### src/rtl/uart_pkg.sv
// Shared UART definitions for the transmit and receive paths.
// Holds the frame-state encodings, parity modes, oversampling ratio and a parity helper.
package uart_pkg;

    localparam int OVERSAMPLE = 16;
    localparam int DATA_BITS  = 8;

    localparam int PARITY_NONE = 0;
    localparam int PARITY_EVEN = 1;
    localparam int PARITY_ODD  = 2;

    typedef enum logic [2:0] {
        UART_IDLE,
        UART_START,
        UART_DATA,
        UART_PARITY,
        UART_STOP
    } uart_state_e;

    // Even parity makes the total count of ones even, so the bit is the XOR of the data.
    function automatic logic parity_bit(input logic [DATA_BITS-1:0] data, input int mode);
        return (mode == PARITY_ODD) ? ~(^data) : ^data;
    endfunction

endpackage

### src/rtl/sync_fifo.sv
// Single-clock FIFO with registered full/empty/count flags that reflect the post-edge occupancy.
// A push while full is dropped; a pop while empty is ignored.
module sync_fifo #(
    parameter int WIDTH = 8,
    parameter int DEPTH = 4
) (
    input  logic                   clk,
    input  logic                   rst_n,
    input  logic                   wr_en,
    input  logic [WIDTH-1:0]       din,
    input  logic                   rd_en,
    output logic [WIDTH-1:0]       dout,
    output logic                   full,
    output logic                   empty,
    output logic [$clog2(DEPTH):0] count
);

    localparam int AW = $clog2(DEPTH);
    localparam int CW = AW + 1;

    logic [WIDTH-1:0] mem [DEPTH];
    logic [AW-1:0]    wr_ptr;
    logic [AW-1:0]    rd_ptr;
    logic [CW-1:0]    count_d;
    logic             push;
    logic             pop;

    assign push = wr_en && !full;
    assign pop  = rd_en && !empty;

    always_comb begin
        count_d = count + CW'(push) - CW'(pop);
    end

    // NOTE: sequential state uses non-blocking assignments so every register samples pre-edge values.
    always_ff @(posedge clk) begin
        if (!rst_n) begin
            wr_ptr <= '0;
            rd_ptr <= '0;
            count  <= '0;
            full   <= 1'b0;
            empty  <= 1'b1;
        end else begin
            if (push) wr_ptr <= wr_ptr + 1'b1;
            if (pop)  rd_ptr <= rd_ptr + 1'b1;
            count <= count_d;
            full  <= (count_d == CW'(DEPTH));
            empty <= (count_d == '0);
        end
    end

    // NOTE: storage is not reset; the pointers and count alone decide what is valid.
    always_ff @(posedge clk) begin
        if (push) mem[wr_ptr] <= din;
    end

    assign dout = mem[rd_ptr];

endmodule

### src/rtl/uart_tx_fifo.sv
// UART transmitter fed by a small byte FIFO: 8 data bits LSB first, optional parity, 1 or 2 stop bits.
// Each bit lasts OVERSAMPLE ticks of tick_16x; queued bytes go out back-to-back.
module uart_tx_fifo
    import uart_pkg::*;
#(
    parameter int FIFO_DEPTH = 4,
    parameter int PARITY     = 0,
    parameter int STOP_BITS  = 1
) (
    input  logic       clk,
    input  logic       rst_n,
    input  logic       tick_16x,
    input  logic       wr_en,
    input  logic [7:0] din,
    output logic       full,
    output logic       busy,
    output logic       tx
);

    localparam int CW = $clog2(FIFO_DEPTH) + 1;
    localparam int SW = $clog2(OVERSAMPLE);
    localparam int BW = $clog2(DATA_BITS);

    localparam logic [SW-1:0] SAMPLE_LAST = SW'(OVERSAMPLE - 1);
    localparam logic [BW-1:0] BIT_LAST    = BW'(DATA_BITS - 1);
    localparam logic          STOP_LAST   = 1'(STOP_BITS - 1);

    logic                 fifo_rd;
    logic [DATA_BITS-1:0] fifo_dout;
    logic                 fifo_full;
    logic                 fifo_empty;
    logic [CW-1:0]        fifo_count;
    logic [CW-1:0]        count_next;

    uart_state_e          state_q, state_d;
    logic [SW-1:0]        sample_cnt_q, sample_cnt_d;
    logic [BW-1:0]        bit_idx_q, bit_idx_d;
    logic                 stop_idx_q, stop_idx_d;
    logic [DATA_BITS-1:0] shift_q, shift_d;
    logic                 tx_q, tx_d;
    logic                 busy_q, busy_d;
    logic                 bit_end;

    sync_fifo #(
        .WIDTH (DATA_BITS),
        .DEPTH (FIFO_DEPTH)
    ) u_fifo (
        .clk   (clk),
        .rst_n (rst_n),
        .wr_en (wr_en),
        .din   (din),
        .rd_en (fifo_rd),
        .dout  (fifo_dout),
        .full  (fifo_full),
        .empty (fifo_empty),
        .count (fifo_count)
    );

    assign bit_end = tick_16x && (sample_cnt_q == SAMPLE_LAST);

    // NOTE: every signal written here gets a default first, so no path can infer a latch.
    always_comb begin
        state_d      = state_q;
        sample_cnt_d = sample_cnt_q;
        bit_idx_d    = bit_idx_q;
        stop_idx_d   = stop_idx_q;
        shift_d      = shift_q;
        tx_d         = tx_q;
        fifo_rd      = 1'b0;

        if (state_q != UART_IDLE && tick_16x) sample_cnt_d = sample_cnt_q + 1'b1;

        case (state_q)
            UART_IDLE: begin
                tx_d = 1'b1;
                if (!fifo_empty) begin
                    fifo_rd      = 1'b1;
                    shift_d      = fifo_dout;
                    tx_d         = 1'b0;
                    sample_cnt_d = '0;
                    state_d      = UART_START;
                end
            end
            UART_START: begin
                if (bit_end) begin
                    state_d   = UART_DATA;
                    bit_idx_d = '0;
                    tx_d      = shift_q[0];
                end
            end
            UART_DATA: begin
                if (bit_end) begin
                    if (bit_idx_q == BIT_LAST) begin
                        if (PARITY != PARITY_NONE) begin
                            state_d = UART_PARITY;
                            tx_d    = parity_bit(shift_q, PARITY);
                        end else begin
                            state_d    = UART_STOP;
                            stop_idx_d = 1'b0;
                            tx_d       = 1'b1;
                        end
                    end else begin
                        bit_idx_d = bit_idx_q + 1'b1;
                        tx_d      = shift_q[bit_idx_d];
                    end
                end
            end
            UART_PARITY: begin
                if (bit_end) begin
                    state_d    = UART_STOP;
                    stop_idx_d = 1'b0;
                    tx_d       = 1'b1;
                end
            end
            UART_STOP: begin
                if (bit_end) begin
                    if (stop_idx_q != STOP_LAST) begin
                        stop_idx_d = stop_idx_q + 1'b1;
                    end else if (!fifo_empty) begin
                        // Next frame starts on this edge: no idle gap between queued bytes.
                        fifo_rd = 1'b1;
                        shift_d = fifo_dout;
                        tx_d    = 1'b0;
                        state_d = UART_START;
                    end else begin
                        tx_d    = 1'b1;
                        state_d = UART_IDLE;
                    end
                end
            end
            default: begin
                tx_d    = 1'b1;
                state_d = UART_IDLE;
            end
        endcase

        // busy mirrors the post-edge state and occupancy; a push while full never lands.
        count_next = fifo_count + CW'(wr_en && !fifo_full) - CW'(fifo_rd);
        busy_d     = (state_d != UART_IDLE) || (count_next != '0);
    end

    always_ff @(posedge clk) begin
        if (!rst_n) begin
            state_q      <= UART_IDLE;
            sample_cnt_q <= '0;
            bit_idx_q    <= '0;
            stop_idx_q   <= 1'b0;
            shift_q      <= '0;
            tx_q         <= 1'b1;
            busy_q       <= 1'b0;
        end else begin
            state_q      <= state_d;
            sample_cnt_q <= sample_cnt_d;
            bit_idx_q    <= bit_idx_d;
            stop_idx_q   <= stop_idx_d;
            shift_q      <= shift_d;
            tx_q         <= tx_d;
            busy_q       <= busy_d;
        end
    end

    assign tx   = tx_q;
    assign busy = busy_q;
    assign full = fifo_full;

endmodule

### config.mk
export PLATFORM = sky130hd
export DESIGN_NAME = uart_tx_fifo
export DESIGN_NICKNAME = d
export VERILOG_FILES = /design/src/rtl/uart_pkg.sv /design/src/rtl/sync_fifo.sv /design/src/rtl/uart_tx_fifo.sv
export SDC_FILE = /design/constraint.sdc
export NUM_CORES = 1
export LEC_CHECK = 0
export ABC_CLOCK_PERIOD_IN_PS = 3100
export BUFFER_PORTS_ARGS = -buffer_cell sky130_fd_sc_hd__buf_2
export CAP_MARGIN = 20
export CORE_ASPECT_RATIO = 0.9
export CORE_MARGIN = 1
export CORE_UTILIZATION = 40
export CTS_CLUSTER_DIAMETER = 200
export DETAILED_ROUTE_END_ITERATION = 6
export SLEW_MARGIN = 30
export SYNTH_ARGS = -nofsm -noshare
export SYNTH_HDL_FRONTEND = slang
export SYNTH_HIERARCHICAL = 1
export SYNTH_SLANG_ARGS = --single-unit
### constraint.sdc
create_clock -name clk -period 3.1 [get_ports clk]
set_input_delay 0.62 -clock clk [delete_from_list [all_inputs] [get_ports clk]]
set_output_delay 0.62 -clock clk [all_outputs]
set_load 0.01 [all_outputs]
==> results of run 1 <==
## routing by layer
layer | vias to the layer above | wire length, um
met4 | 0 | 77
li1 | 804 | -
met1 | 746 | 2260
met2 | 22 | 2020
met3 | 7 | 169
met5 | - | 0
## flip-flops by register name, indices dropped and copies added, names as in the netlist, named ones only
signal / count
u_fifo/empty: 1
bit_idx_q: 3
tx: 1
state_q: 3
u_fifo/count: 3
u_fifo/wr_ptr: 2
busy: 1
u_fifo/full: 1
u_fifo/rd_ptr: 2
sample_cnt_q: 4
u_fifo/mem: 32
shift_q: 8
## path summary, 6_finish.rpt
kind,start,end,depth (start not counted)
worst min register to register,bit_idx_q[2],bit_idx_q[2],2
worst max register to register,state_q[0],u_fifo/full,11
worst max-delay path,state_q[0],u_fifo/full,11
worst min-delay path,bit_idx_q[2],bit_idx_q[2],2
## cell usage in the layout, fill, tap and decap left out, drive strengths merged, types with 2 or more instances in the layout
master	count
edfxtp	32
dfxtp	31
nor2b	18
buf	18
mux2i	14
inv	12
and2	11
ha	11
mux4	9
clkbuf	9
nand2b	6
nor2	6
o21ai	5
xnor2	5
nor3	5
clkinv	4
nand3b	3
nand2	3
a21oi	3
xor2	3
nand3	3
a2bb2oi	2
o2111ai	2
nor3b	2
a21boi	2
fa	2
clkinvlp	2
nand4	2
a211oi	2
## worst max-delay path, delay by kind of cell, from the launching register on
family	cells	cell delay, ns
XOR/XNOR	2	0.33
flip-flops	1	0.40
AND/OR/NAND/NOR	3	0.81
AO/OA/AOI/OAI	1	0.26
buffers and inverters	2	0.09
adder cells (fa/ha/maj)	3	0.76
## synthesized netlist by cell type, types with 3 or more instances
cell type                   n
sky130_fd_sc_hd__edfxtp_1  32
sky130_fd_sc_hd__dfxtp_1   31
sky130_fd_sc_hd__nor2b_1   18
sky130_fd_sc_hd__mux2i_1   14
sky130_fd_sc_hd__inv_1     12
sky130_fd_sc_hd__and2_1    11
sky130_fd_sc_hd__ha_1      11
sky130_fd_sc_hd__mux4_2     9
sky130_fd_sc_hd__nand2b_1   6
sky130_fd_sc_hd__nor2_1     6
sky130_fd_sc_hd__o21ai_0    5
sky130_fd_sc_hd__xnor2_1    5
sky130_fd_sc_hd__nor3_1     4
sky130_fd_sc_hd__a21oi_1    3
sky130_fd_sc_hd__clkbuf_1   3
sky130_fd_sc_hd__nand2_1    3
sky130_fd_sc_hd__nand3_1    3
sky130_fd_sc_hd__nand3b_1   3
sky130_fd_sc_hd__xor2_1     3
## stage by stage
step	area (um^2)	hold slack (ns)	cells
global route	3150	0.490	327
finish	3150	0.473	327
detailed placement	2990	0.469	312
CTS	3150	0.480	327
floorplan	2820	0.449	212
global placement	2990	0.466	312
## cell families after synthesis
group	Yosys count
XOR/XNOR	8
multiplexers	23
adder cells (fa/ha/maj)	13
AND/OR/NAND/NOR	65
buffers and inverters	20
AO/OA/AOI/OAI	20
flip-flops	63
## cell type report
type,count,area [um^2]
fillers,601,3540
flip-flops and latches,63,1580
multi-input cells,129,1150
clock buffers,9,124
well taps,90,113
repair buffers,18,100
inverters,12,45.0
clock inverters,6,38.8
## report_power, final
group | switching, uW | internal, uW
Sequential | 120 | 1040
Clock | 314 | 281
Combinational | 312 | 354
==> results.md, run 1 <==
| Item | This run | Unit |
| --- | --- | --- |
| DR pass1 iterations | 4 | - |
| Layout cell share with drive strength beyond 1 | 19.8 | % |
| Maximum VDD drop | 0.000359 | V |
| Time the final worst path needs with I/O delays and setup | 2.72 | ns |
| Root Driver | sky130_fd_sc_hd__clkbuf_8 | - |
| Weighted congestion reported at the end of routability-driven placement | 0.757 | - |
| Pwr Density | 768 | nW/um^2 |
| Signed area change from the synthesized netlist to the final layout | 11.7 | % |
| Layer with the highest usage after global routing | met2 | - |
| Warnings from Yosys | 6 | - |
| Met2 Usage GRT | 21.7 | % |
| TritonCTS Buffers | 9 | - |
| Cell count after synthesis | 212 | - |
| Predominant post-synthesis flop cell | sky130_fd_sc_hd__edfxtp_1 | - |
| Top fanout value on the critical path | 10 | - |
| Die H | 81.7 | um |
| Final antenna-violating net count | 0 | - |
| Number of sinks on the clock net | 63 | - |
| Worst-path clk slew | 0.07 | ns |
| Total setup violations reported at the end of the flow | 0 | - |
| Number of post-CTS setup repair buffers | 0 | - |
| Drt drc | 0 | - |
| Total of flip-flops plus latches after synthesis | 63 | - |
| Initial standard-cell utilization of the core | 42.2 | % |
| Total via count after detailed routing | 1579 | - |
| Overall die area | 7400 | um^2 |
| Global routing usage on met1 | 17.8 | % |
| Number of unique standard cell types used by synthesis | 43 | - |
| Average size of a mapped cell | 13.3 | um^2 |
| Complex-gate fraction of the synthesized area | 5.27 | % |
| Kind of end point of the critical path | flip-flop | - |
| Drt wl/cell | 13.8 | um |
| Total overflow reported by the global router | 0 | - |
| Ys async rst share | 0 | % |
| Main combinational cell family by area after synthesis | simple AND/OR/NAND/NOR gates | - |
| Setup repair after global routing missed its margin | no | - |
| PostCTS Resize Cnt | 0 | - |
| Number of pins with negative max-slew slack in the final report | 0 | - |
| Hold buffer count at CTS | 0 | - |
| Count of H-tree levels built during CTS | 3 | - |
| Per-cell via count in the routed design | 4.83 | - |
| Core area | 6690 | um^2 |
| Max Clock Freq | 0.368 | GHz |
| Number of rows in the core area | 28 | - |
| Number of enable-type register cells in the synthesized netlist | 32 | - |
| Area of the mapped netlist | 2820 | um^2 |
| Clock latency of the later-clocked register in the worst-skew pair | 0.34 | ns |
| Cell-by-cell trace of the critical path | or2_1 > a211oi_2 > nor2b_1 > ha_1 > inv_1 > ha_1 > inv_1 > fa_1 > xnor2_1 > xnor2_1 > and4b_1 | - |
| Post-layout worst setup margin | 0.385 | ns |
| Longest Clk Path Bufs | 2 | - |
| Max-capacitance violation count | 0 | - |
| Total power consumption of the routed design | 2420 | uW |
| Main area contributors after synthesis | sky130_fd_sc_hd__edfxtp_1, sky130_fd_sc_hd__dfxtp_1, sky130_fd_sc_hd__mux4_2, sky130_fd_sc_hd__mux2i_1, sky130_fd_sc_hd__ha_1 | - |
| CTS tree | done | - |
| Port Buffers | 14 | - |
| Final Skew | 0.00502 | ns |
| Sum of net half-perimeters after detailed placement | 3.14 | mm |
| Tightest Pin Transition | 0.567 | ns |
| Slowest-stage cell, CP | sky130_fd_sc_hd__dfxtp_1 | - |
| Area share of fa/ha/maj cells after synthesis | 6.29 | % |
| Aggregate negative setup slack | 0 | ns |
| Sequential cell area fraction in the yosys report | 56.0 | % |
| Wire length of the first global-routing pass | 7.61 | mm |
| Post-synthesis cell type with the largest combined area | sky130_fd_sc_hd__edfxtp_1 | - |
| Largest stage delay, worst path | 0.40 | ns |
| Area fraction of the dominant cell type after synthesis | 34.0 | % |
| Number of diodes | 0 | - |
| Total global-route track usage | 14.2 | % |
| DRC marker count from the first detailed-route iteration | 52 | - |
| LEAKAGE | 0.00118 | uW |
| Slew headroom | 62.0 | % |
| Pin count of the biggest net entering global routing | 31 | - |
| Crit path required time | 3.38 | ns |
| Period utilisation layout | 87.6 | % |
| Post-synthesis simple-gate area fraction | 14.4 | % |
| Reg-to-reg slack, setup | 0.38 | ns |
| Signal arrival time at the worst endpoint | 2.99 | ns |
| Run status | completed | - |
| Crit path launch type | flip-flop | - |
| Overall routed net length | 4.52 | mm |
| Die boundary width | 90.6 | um |
| I/O pin total | 15 | - |
| Placement Setup Slack | 0.237 | ns |
| Multiplexer share of the synthesized area | 12.1 | % |
| Crit Path Category | reg2reg | - |
| Global routing met3 resource utilization | 5.83 | % |
| Net count of the mapped netlist | 237 | - |
| Number of hold-slack violations in the final timing report | 0 | - |
| Nets | 258 | - |
| Number of global-route vias before repair | 1509 | - |
| Post-synthesis xor/xnor area fraction | 2.48 | % |
| Class of the tightest hold or removal check | reg2reg | - |
| Antenna violations before repair | 0 | - |
| Final core utilization | 47.1 | % |
Note: power is estimated with default switching activity, not from simulation.
==> run 2, diff against run 1 <==
CORE_ASPECT_RATIO = default   (was 0.9)
==> run 2 against run 1 <==
First-iteration DRC count is 23% lower. Non-clock buffer count down 1. Worst setup slack worse by 0.020 ns. Critical endpoint unchanged. Via count up 2.2%.
==> results.md, run 2 (synthesis results as in run 1) <==
| Item | This run | Unit |
| --- | --- | --- |
| Final Skew | 0.00926 | ns |
| Switching fraction of total power | 31.6 | % |
| Total via count after detailed routing | 1614 | - |
| Drt wl/cell | 13.4 | um |
| Leading cell type in the layout, fill and taps excluded | sky130_fd_sc_hd__edfxtp_1 | - |
| Longest Clk Path Bufs | 2 | - |
| Cell count after placement | 317 | - |
| Crit path required time | 3.38 | ns |
| Leading cell types in the layout, fill and taps excluded | sky130_fd_sc_hd__edfxtp_1, sky130_fd_sc_hd__dfxtp_1, sky130_fd_sc_hd__nor2b_1, sky130_fd_sc_hd__mux2i_1, sky130_fd_sc_hd__buf_2 | - |
| Max Clock Freq | 0.366 | GHz |
| Count of H-tree levels built during CTS | 3 | - |
| Weighted congestion reported at the end of routability-driven placement | 0.745 | - |
| PostCTS Resize Cnt | 0 | - |
| Fraction of power consumed by combinational cells | 27.3 | % |
| Setup repair after global routing missed its margin | no | - |
| CTS tree | done | - |
| Class of the tightest hold or removal check | reg2reg | - |
| End of the worst register-to-register path | u_fifo/full | - |
| Psw | 784 | uW |
| Hold Worst Slack | 0.474 | ns |
| Aggregate negative setup slack | 0 | ns |
| Clock network power share | 26.0 | % |
| Crit path launch type | flip-flop | - |
| Number of diodes | 0 | - |
| Final std cells w/o fill | 333 | - |
| Die boundary width | 86.0 | um |
| Startpoint of the worst-slack reg-to-reg timing path | state_q[0] | - |
| Number of rows in the core area | 30 | - |
| Clock latency of the later-clocked register in the worst-skew pair | 0.34 | ns |
| Largest registers in the final layout | u_fifo/mem (32), shift_q (8), sample_cnt_q (4) | - |
| Pwr Density | 781 | nW/um^2 |
| Cell type group with the largest total delay on the critical path | simple AND/OR/NAND/NOR gates | - |
| Share of total power in sequential cells | 46.7 | % |
| Critical path endpoint | u_fifo/full | - |
| Nets | 257 | - |
| Number of hold-slack violations in the final timing report | 0 | - |
| Number of pins with negative max-slew slack in the final report | 0 | - |
| Final antenna-violating net count | 0 | - |
| DR pass1 iterations | 4 | - |
| Internal Pwr Total | 1690 | uW |
| Slew headroom | 63.2 | % |
| TritonCTS Buffers | 9 | - |
| Top reg by flops | u_fifo/mem | - |
| Timing startpoint of the critical path | state_q[0] | - |
| Overall routed net length | 4.45 | mm |
| Crit Path Category | reg2reg | - |
| Depth of the worst register-to-register path | 11 | - |
| Slowest-stage cell, CP | sky130_fd_sc_hd__dfxtp_1 | - |
| Number of fillers in the final layout | 629 | - |
| Number of sinks on the clock net | 63 | - |
| Number of post-CTS setup repair buffers | 0 | - |
| Core area | 6790 | um^2 |
| Hold buffer count at CTS | 0 | - |
| Time the final worst path needs with I/O delays and setup | 2.73 | ns |
| Total overflow reported by the global router | 0 | - |
| Maximum VDD drop | 0.000305 | V |
| Reg-to-reg slack, setup | 0.37 | ns |
| Period utilisation layout | 88.2 | % |
| Total setup violations reported at the end of the flow | 0 | - |
| Overall die area | 7400 | um^2 |
| Largest stage delay, worst path | 0.41 | ns |
| Wire length of the first global-routing pass | 7.65 | mm |
| Pin count of the biggest net entering global routing | 31 | - |
| Layout cell share with drive strength beyond 1 | 19.8 | % |
| Placement Setup Slack | 0.241 | ns |
| Kind of end point of the critical path | flip-flop | - |
| Port Buffers | 14 | - |
| Root Driver | sky130_fd_sc_hd__clkbuf_8 | - |
| Initial standard-cell utilization of the core | 41.6 | % |
| Sum of net half-perimeters after detailed placement | 3.05 | mm |
| Tightest Pin Transition | 0.551 | ns |
| Cell-by-cell trace of the critical path | or2_1 > a211oi_2 > nor2b_1 > ha_1 > inv_1 > ha_1 > inv_1 > fa_1 > xnor2_1 > xnor2_1 > and4b_1 | - |
| CP Depth | 11 | - |
| Worst-path clk slew | 0.08 | ns |
| Top fanout value on the critical path | 10 | - |
| Max FFs per register | 32 | - |
| DRC marker count from the first detailed-route iteration | 40 | - |
| Post-layout worst setup margin | 0.365 | ns |
| LEAKAGE | 0.00119 | uW |
| Number of global-route vias before repair | 1598 | - |
| Run status | completed | - |
| Sum of buffers and inverters on the critical path | 2 | - |
| Max-capacitance violation count | 0 | - |
| I/O pin total | 15 | - |
| Drt drc | 0 | - |
| Total global-route track usage | 13.8 | % |
| Per-cell via count in the routed design | 4.85 | - |
| Antenna violations before repair | 0 | - |
| Die H | 86.0 | um |
| Signal arrival time at the worst endpoint | 3.01 | ns |
| Signed area change from the synthesized netlist to the final layout | 12.3 | % |
[run 2: cell count changes in the layout (fill, tap and decap cells not counted), sizes merged]
| cell | delta |
|---|---|
| buf | -1 |
| clkinvlp | -2 |
| clkinv | +1 |
| inv | +2 |
[run 2: area by class of cell]
cell class	instances	area, um^2	share of cell area, %
flip-flops and latches	63	1580	49.9
multi-input cells	129	1150	36.3
clock inverters	7	57.6	1.81
inverters	12	45.0	1.42
clock buffers	9	124	3.91
repair buffers	17	92.6	2.92
well taps	96	120	3.79
[run 2: worst min path at each step]
stage	from	end	depth (start not counted)
after floorplan	bit_idx_q[1]	bit_idx_q[1]	2
after global placement	bit_idx_q[2]	bit_idx_q[2]	2
after detailed placement	bit_idx_q[2]	bit_idx_q[2]	2
after CTS	bit_idx_q[2]	bit_idx_q[2]	2
after global routing	din[5]	u_fifo/mem[2][5]	1
final	bit_idx_q[2]	bit_idx_q[2]	2
[run 2: through the flow]
step	cell area [um^2]	util, %	power, uW
floorplan	2820	-	1710
global route	3170	46.7	2640
global placement	2990	44.0	1850
CTS	3170	46.7	2510
finish	3170	46.7	2480
detailed placement	2990	44.0	1860
[run 2: power groups by stage]
| stage | Sequential, uW | Combinational, uW | Clock (uW) |
|---|---|---|---|
| 2_1_floorplan | 1130 | 577 | 0 |
| 3_3_place_gp | 1180 | 670 | 0 |
| 3_5_place_dp | 1180 | 683 | 0 |
| 4_1_cts | 1160 | 686 | 662 |
| 5_1_grt | 1180 | 755 | 698 |
| 6_report | 1160 | 677 | 645 |
[run 2: metal layers]
layer | vias to the layer above | track usage, % | share of wire [%]
met3 | 7 | 4.33 | 2.9
met1 | 779 | 18.5 | 50
met5 | - | 0 | 0
met4 | 0 | 6.82 | 2.0
met2 | 18 | 20.3 | 45
li1 | 810 | - | -
[run 2: worst min-delay path: stages, from the launching register on]
cell                       delay, ns
sky130_fd_sc_hd__dfxtp_1        0.32
sky130_fd_sc_hd__nand2b_1       0.06
sky130_fd_sc_hd__a21boi_1       0.05
